### src/rtl/rgb_pkg.sv
// Shared definitions for the RGB LED PWM source (rgb_pwm_gen).
// Optional build macro used by this block: RGB_PWM_FADE_EN (per-boundary fade ramp).
package rgb_pkg;

  localparam int unsigned PWM_BITS_DEF  = 8;
  localparam int unsigned PWM_MAX       = (1 << PWM_BITS_DEF) - 1;
  localparam int unsigned NUM_CH        = 3;
  localparam int unsigned CH_R          = 2;
  localparam int unsigned CH_G          = 1;
  localparam int unsigned CH_B          = 0;
  localparam int unsigned RGB_FIELD_MAX = 16;

  // Extract the bits-wide field for channel ch from a zero-extended {r,g,b} word.
  function automatic logic [RGB_FIELD_MAX-1:0] rgb_field(
    input logic [3*RGB_FIELD_MAX-1:0] word,
    input int unsigned                bits,
    input int unsigned                ch
  );
    logic [3*RGB_FIELD_MAX-1:0] sh;
    sh = word >> (ch * bits);
    return sh[RGB_FIELD_MAX-1:0] & ((RGB_FIELD_MAX'(1) << bits) - RGB_FIELD_MAX'(1));
  endfunction

endpackage

### src/rtl/rgb_pwm_channel.sv
// One PWM channel: target/duty registers, optional fade stepper, compare and output flop.
// With RGB_PWM_FADE_EN defined the duty ramps 1 LSB per boundary toward the target.
module rgb_pwm_channel
  import rgb_pkg::*;
#(
  parameter int unsigned PWM_BITS = PWM_BITS_DEF
) (
  input  logic                clk,
  input  logic                rst,
  input  logic                boundary,
  input  logic                load,
  input  logic [PWM_BITS-1:0] load_val,
  input  logic                enable,
  input  logic [PWM_BITS-1:0] pwm_cnt,
  output logic                pwm
);

  logic [PWM_BITS-1:0] duty_q, duty_d;
  logic                pwm_q, pwm_d;

`ifdef RGB_PWM_FADE_EN
  logic [PWM_BITS-1:0] target_q, target_d;

  // New target latches on load; duty steps toward the (possibly new) target each boundary.
  always_comb begin
    target_d = target_q;
    duty_d   = duty_q;
    if (load) target_d = load_val;
    if (boundary) begin
      if (duty_q < target_d)      duty_d = duty_q + PWM_BITS'(1);
      else if (duty_q > target_d) duty_d = duty_q - PWM_BITS'(1);
    end
  end

  // Target register.
  always_ff @(posedge clk or posedge rst) begin
    if (rst) target_q <= '0;
    else     target_q <= target_d;
  end
`else
  // Target is applied straight to the duty at the boundary that loads it.
  always_comb begin
    duty_d = duty_q;
    if (boundary && load) duty_d = load_val;
  end
`endif

  // Compare against the shared period counter; enable gates the output.
  always_comb begin
    pwm_d = enable && (pwm_cnt < duty_q);
  end

  // Duty and output registers.
  always_ff @(posedge clk or posedge rst) begin
    if (rst) begin
      duty_q <= '0;
      pwm_q  <= 1'b0;
    end else begin
      duty_q <= duty_d;
      pwm_q  <= pwm_d;
    end
  end

  assign pwm = pwm_q;

endmodule

### src/rtl/rgb_pwm_gen.sv
// PWM source for the RGB LED driver: prescaler, period counter, boundary pulse and a
// one-deep pending slot for {r,g,b} intensity words; three rgb_pwm_channel instances.
// Optional build macro: RGB_PWM_FADE_EN (duty ramps toward the target at each boundary).
module rgb_pwm_gen
  import rgb_pkg::*;
#(
  parameter int unsigned PWM_BITS = PWM_BITS_DEF,
  parameter int unsigned PRESCALE = 47
) (
  input  logic                  clk,
  input  logic                  rst,
  input  logic                  cfg_valid,
  output logic                  cfg_ready,
  input  logic [3*PWM_BITS-1:0] cfg_rgb,
  input  logic                  enable,
  output logic                  pwm_r,
  output logic                  pwm_g,
  output logic                  pwm_b,
  output logic                  period_start
);

  localparam int unsigned PS_W    = (PRESCALE > 0) ? $clog2(PRESCALE + 1) : 1;
  localparam int unsigned CNT_MAX = (1 << PWM_BITS) - 1;

  logic [PS_W-1:0]       prescaler_q, prescaler_d;
  logic [PWM_BITS-1:0]   pwm_cnt_q, pwm_cnt_d;
  logic                  period_start_q, period_start_d;
  logic [3*PWM_BITS-1:0] pend_q, pend_d;
  logic                  pend_valid_q, pend_valid_d;
  logic                  tick_c, wrap_c, accept_c, apply_c;
  logic [3*RGB_FIELD_MAX-1:0] pend_ext_c;
  logic [PWM_BITS-1:0]   load_val_c [NUM_CH];
  logic [NUM_CH-1:0]     pwm_ch;

  // Tick, period wrap and handshake qualifiers.
  always_comb begin
    tick_c   = (prescaler_q == PS_W'(PRESCALE));
    wrap_c   = tick_c && (pwm_cnt_q == PWM_BITS'(CNT_MAX - 1));
    accept_c = cfg_valid && !pend_valid_q;
    apply_c  = wrap_c && pend_valid_q;
  end

  // Next-state for counters, boundary pulse and pending slot.
  always_comb begin
    prescaler_d    = tick_c ? '0 : prescaler_q + PS_W'(1);
    pwm_cnt_d      = pwm_cnt_q;
    if (tick_c) pwm_cnt_d = wrap_c ? '0 : pwm_cnt_q + PWM_BITS'(1);
    period_start_d = wrap_c;
    pend_d         = pend_q;
    pend_valid_d   = pend_valid_q;
    if (apply_c) pend_valid_d = 1'b0;
    if (accept_c) begin
      pend_d       = cfg_rgb;
      pend_valid_d = 1'b1;
    end
  end

  // State registers; reset aborts the current period.
  always_ff @(posedge clk or posedge rst) begin
    if (rst) begin
      prescaler_q    <= '0;
      pwm_cnt_q      <= '0;
      period_start_q <= 1'b0;
      pend_q         <= '0;
      pend_valid_q   <= 1'b0;
    end else begin
      prescaler_q    <= prescaler_d;
      pwm_cnt_q      <= pwm_cnt_d;
      period_start_q <= period_start_d;
      pend_q         <= pend_d;
      pend_valid_q   <= pend_valid_d;
    end
  end

  assign pend_ext_c = (3*RGB_FIELD_MAX)'(pend_q);

  for (genvar c = 0; c < NUM_CH; c++) begin : g_ch
    assign load_val_c[c] = PWM_BITS'(rgb_field(pend_ext_c, PWM_BITS, c));

    rgb_pwm_channel #(.PWM_BITS(PWM_BITS)) u_ch (
      .clk      (clk),
      .rst      (rst),
      .boundary (wrap_c),
      .load     (apply_c),
      .load_val (load_val_c[c]),
      .enable   (enable),
      .pwm_cnt  (pwm_cnt_q),
      .pwm      (pwm_ch[c])
    );
  end

  assign cfg_ready    = ~pend_valid_q;
  assign period_start = period_start_q;
  assign pwm_r        = pwm_ch[CH_R];
  assign pwm_g        = pwm_ch[CH_G];
  assign pwm_b        = pwm_ch[CH_B];

endmodule

### config.mk
export PLATFORM = sky130hd
export DESIGN_NAME = rgb_pwm_gen
export DESIGN_NICKNAME = d
export VERILOG_FILES = /design/src/rtl/rgb_pkg.sv /design/src/rtl/rgb_pwm_channel.sv /design/src/rtl/rgb_pwm_gen.sv
export SDC_FILE = /design/constraint.sdc
export NUM_CORES = 1
export LEC_CHECK = 0
export CAP_MARGIN = 20
export CELL_PAD_IN_SITES_DETAIL_PLACEMENT = 0
export CELL_PAD_IN_SITES_GLOBAL_PLACEMENT = 2
export CORE_MARGIN = 3
export CORE_UTILIZATION = 25
export DETAILED_ROUTE_END_ITERATION = 10
export GPL_TIMING_DRIVEN = 0
export PLACE_DENSITY_LB_ADDON = 0.05
export SYNTH_ARGS = -nofsm -noshare
export SYNTH_HDL_FRONTEND = slang
export SYNTH_HIERARCHICAL = 1
export SYNTH_SLANG_ARGS = --single-unit
### constraint.sdc
create_clock -name clk -period 1.8 [get_ports clk]
set_input_delay 0.18 -clock clk [delete_from_list [all_inputs] [get_ports clk]]
set_output_delay 0.18 -clock clk [all_outputs]
set_load 0.03 [all_outputs]
Word-level counts from Yosys, hierarchy flattened --
Index checks and enable logic that the tools add are counted.
Cells by class: $add $sub $neg 2, multipliers 0, divide/modulo/power cells 0, $lt $le $gt $ge 3, eq/ne operators 2, shifts and indexed selects 0, muxes and demuxes 4, bitwise operators 1, reductions and logical operators 9
Operators by type and width (number):
- 8-bit less-than comparator | 3
- 8-bit by 1-bit adder with 8-bit output, second input constant | 1
- 8-bit == test, second input constant | 1
- 8-bit 2-to-1 mux | 1
- 1-bit logical AND | 7
- 6-bit by 1-bit adder with 6-bit output, second input constant | 1
- 6-bit == test, second input constant | 1
- 6-bit 2-to-1 mux | 1
- 1-bit 2-to-1 mux | 2
- 2-bit nonzero test | 1
- 1-bit zero test | 1
- 1-bit NOT | 1
Storage, ports and cells: bits in registers 67, latch bits 0, RAM bits 0, memory bits (read-only) 0, input port bits 28, output and inout port bits 5, word-level logic and storage cells 32, memories 0

Logic depth before layout (Yosys ltp) --
depth after elaboration 5, gate-level depth with buffers 7, mapped depth without buffers 7

Modules after synthesis --
The synthesis kept the hierarchy.
By module, submodules not included:
- rgb_pwm_gen | times used 1, cells each 130, area an instance 1699.1 µm², sequential area each 1001.0 µm²
- rgb_pwm_channel | times used 3, cells each 45, area an instance 504.2 µm², sequential area each 225.2 µm²

Worst setup path after synthesis --
Ideal clock, no wire load.
kind register to register, start point reg pwm_cnt_q[0], end point reg g_ch[0].u_ch.duty_q[0], setup time 0.125 ns, arrival time 1.799 ns, required time 1.675 ns, path slack -0.123 ns, cell stages (with the launch flop) 8, buffers on the path 0, clock period less this slack 1.923 ns, cell sequence dfrtp_1 -> inv_1 -> ha_1 -> and3_1 -> nand2_1 -> nor3_1 -> nand2_2 -> mux2_2
Between the ends: word-level cells in the longest chain between the ends 4
RTL lines:
- from (decl) | RTL line rgb_pwm_gen.sv:26 | logic [PWM_BITS-1:0] pwm_cnt_q, pwm_cnt_d;
- from (signal assigned) | RTL line rgb_pwm_gen.sv:68 | pwm_cnt_q <= pwm_cnt_d;
- 8-bit == test | RTL line rgb_pwm_gen.sv:38 | wrap_c = tick_c && (pwm_cnt_q == PWM_BITS'(CNT_MAX - 1));
- 1-bit logical AND | RTL line rgb_pwm_gen.sv:38
- 1-bit logical AND | RTL line rgb_pwm_gen.sv:40 | apply_c = wrap_c && pend_valid_q;
- net apply_c | RTL line rgb_pwm_gen.sv:30 | logic tick_c, wrap_c, accept_c, apply_c;
- 1-bit logical AND | RTL line rgb_pwm_channel.sv:44 | if (boundary && load) duty_d = load_val;
- to (signal assigned) | RTL line rgb_pwm_channel.sv:59 | duty_q <= duty_d;
- to (decl) | RTL line rgb_pwm_channel.sv:18 | logic [PWM_BITS-1:0] duty_q, duty_d;
The timed path passes the listed nets, and every way through them passes these cells. A chain may end at the register's enable or synchronous reset.

Worst setup path after layout --
start point reg pwm_cnt_q[0], end point reg g_ch[2].u_ch.duty_q[0]
Between the ends: word-level cells in the longest chain between the ends 4
RTL lines (RTL line):
- 8-bit == test | rgb_pwm_gen.sv:38
- 1-bit logical AND | rgb_pwm_gen.sv:38
- 1-bit logical AND | rgb_pwm_gen.sv:40
- net apply_c | rgb_pwm_gen.sv:30
- 1-bit logical AND | rgb_pwm_channel.sv:44
- to (signal assigned) | rgb_pwm_channel.sv:59
- to (decl) | rgb_pwm_channel.sv:18
The timed path passes the listed nets, and every way through them passes these cells.

==> run summary <==
Outcome = complete, no violations
Synth Cell Area = 3212 sq um
FP Rows = 40
Worst-path cell chain = inv_2, ha_4, and3_4, nand2_4, nor3_4, buf_6, nand2_8, mux2_4
Post-Place Cells = 466
Total GRT Usage = 11.24%
Slew Viols, Final = 0
Leading cell type in the layout, fill and taps excluded = dfrtp_1
Cell Pwr Density = 800.3 nW/um^2
Syn-to-layout area delta = 35.10%
Final Cycle Share = 97.78%
Critical path arrival = 1.98 ns
GPL Wtd Cong = 0.6838
Vias per cell = 4.287
R2R cell count = 8
WP depth = 8
Clk_skew = 0.004210 ns
Largest net degree at the start of global routing = 29
Synth top area share = 52.20%
Min cycle time layout = 1.760 ns
N_diodes = 0
Starting Density = 26.19%
Placed cell areas = 3767 sq um
RSZ-0062 raised after global routing = yes
Clk slew on worst S/H paths = 0.05 ns
Switching power = 717.6 uW
Die H = 119.3 um
Setup tns final = 0 ns
Yosys warnings = 6
Utilization after layout = 35.39%
Leak = 0.001985 uW
Slowest-stage cell, CP = dfrtp_2
Max IR drop VDD = 543.8 uV
Hpwl dp = 5.061 mm
Comb pwr share = 4.6%
Clock Path Buffers = 2
Max Freq = 568.2 MHz
Num CTS Buffers = 9
Share of cells above drive strength 1 = 33.23%
Crit end category = flip-flop
Met1 Use GR = 14.32%
Core region area = 12260 sq um
Clk Tree Root Cell = clkbuf_16
#FFs+latches synth = 67
Setup Crit Path Kind = flip-flop to flip-flop
CTS sink count = 67
Register area share after synthesis = 52.20%
# nets final = 378
Top cell family by delay on the critical path = simple AND/OR/NAND/NOR gates
I/O pins = 33
Max-slew headroom = 70.11%
Sequential power share = 46.1%
Int Pwr = 2755 uW
Cell variety after synth = 33
Startpoint type of the worst setup path = flip-flop
Post-DRT Antenna Nets = 0
Avg Cell Area, Syn = 12.12 sq um
Via count = 2139
Non-Filler Instances = 499
Synthesized Nets = 317
Synth top area cells = dfrtp_1, mux2_2, ha_1
Final instance area = 4339 sq um
Die width = 119.3 um
CP Capture Point = g_ch[2].u_ch/duty_q[0]
Total of max-cap violations = 0
Die area = 14240 sq um
Final hold vios = 0
Cells after Synth = 265
Clk pwr share = 49.3%
DR DRC count = 0
Detailed Route WL = 7.294 mm
Dpl ws = -0.3896 ns
Antenna violations before repair = 0
FF-to-FF End = g_ch[2].u_ch/duty_q[0]
GRT Max-Usage Layer = met2
Met2 Usage GRT = 17.52%
DR pass1 iterations = 5
Reg2reg setup slack = 0.04 ns
Area leader, netlist = dfrtp_1
Worst R2R Start = pwm_cnt_q[0]
WP buf/inv = 2
Critical-path maximum fanout = 8
H-tree levels = 3
DR WL/cell = 14.62 um
Crit-path max cell delay = 0.42 ns
Worst slew pin tran = 0.4479 ns
Worst Path Required = 2.02 ns
Number of global-route vias before repair = 2218
CTS tree = done
Sw frac = 20.67%
Setup Viol. Count Final = 0
Worst setup margin = 0.04003 ns
Commonest non-fill, non-tap cells in the layout = dfrtp_1, mux2_2, clkdlybuf4s50_1, inv_1, ha_1
Worst min-delay path class = input pin to async pin
Drt initial violations = 59
GRT overflow = 0
CP startpoint = pwm_cnt_q[0]
Global-route wire length before repair = 12.03 mm
Clock Latency Late Sink = 0.33 ns
GR Util met3 = 3.656%
Port Buf Inserts = 32
-- cell type report --
class / instances / area [sq um]
plain buffers: 3 / 15.01
clock buffers: 15 / 287.8
clock inverters: 1 / 5.005
fillers: 1241 / 7923
inverters: 27 / 101.3
multi-input cells: 168 / 1528
flip-flops and latches: 67 / 1685
well taps: 168 / 210.2
repair buffers: 50 / 506.7
-- per-stage QoR --
stage | power [uW] | hold slack (ns)
6_report | 3472 | 0.2500
3_3_place_gp | 1786 | 0.4850
5_1_grt | 3640 | 0.2729
2_1_floorplan | 1697 | 0.007918
4_1_cts | 3555 | 0.2780
3_5_place_dp | 1796 | 0.4810
-- per-layer routing --
layer	routed length, um	share of wire (%)
met1	3423	47
met2	3465	48
met3	269	3.7
met4	134	1.8
met5	0	0
-- registers in the layout, summed over array words and instances, names as in the netlist --
| register | count |
|---|---|
| pend_q | 24 |
| period_start | 1 |
| pend_valid_q | 1 |
| g_ch.u_ch/pwm | 3 |
| pwm_cnt_q | 8 |
| prescaler_q | 6 |
| g_ch.u_ch/duty_q | 24 |
-- timing repair --
item / 4_1_cts / 5_1_grt
hold buffers: 0 / 0
endpoints found under the setup margin: 25 / 25
buffers inserted: 7 / 10
gates resized for setup: 16 / 17
pin swaps: 2 / 5
-- power groups by stage --
stage | Sequential [uW] | Combinational (uW) | Clock (uW)
finish | 1600 | 160 | 1710
global route | 1610 | 179 | 1850
CTS | 1600 | 167 | 1790
detailed placement | 1630 | 167 | 0
global placement | 1630 | 157 | 0
floorplan | 1620 | 81.2 | 0
-- worst min-delay path by stage --
stage                                 startpoint                      to  slack [ns]  cells past startpoint
after floorplan                              rst  g_ch[0].u_ch/duty_q[0]       0.008                      1
after global placement    g_ch[1].u_ch/duty_q[0]  g_ch[1].u_ch/duty_q[0]        0.49                      1
after detailed placement          prescaler_q[0]          prescaler_q[0]        0.48                      1
after CTS                                    rst              pend_q[18]        0.28                      2
after global routing                         rst              pend_q[16]        0.27                      2
final                                        rst              pend_q[16]        0.25                      2
-- cell families (layout without fill, tap and decap cells) --
logic type	Yosys count	count (layout)	share of synthesized area, %
compound gates	34	34	6.622
mux	49	49	17.14
flops	67	67	52.20
simple gates	58	58	10.24
buf+inv	30	96	3.623
xor+xnor	3	3	0.8182
fa+ha+maj	24	24	9.349
-- worst reg2reg max path, delay by kind of cell (launching register included) --
kind                     cells  cell delay, ns
AND/OR/NAND/NOR              4            0.59
multiplexers                 1            0.30
buffers and inverters        2            0.23
flip-flops                   1            0.42
adder cells (fa/ha/maj)      1            0.12
-- synthesized netlist by cell type (all sizes together) --
library cell  count
a211oi            6
a21o              1
a21oi             3
a2bb2oi           2
and2              2
and3              7
and3b             1
buf               3
dfrtp            67
ha               24
inv              27
mux2             48
mux2i             1
nand2            14
nand2b            3
nand3             4
nand3b            1
nand4             4
nor2             12
nor2b             7
nor3              2
nor3b             1
o21a              1
o21ai            18
o2bb2ai           1
o31ai             2
xor2              3
Power figures use the tool's default switching activity.
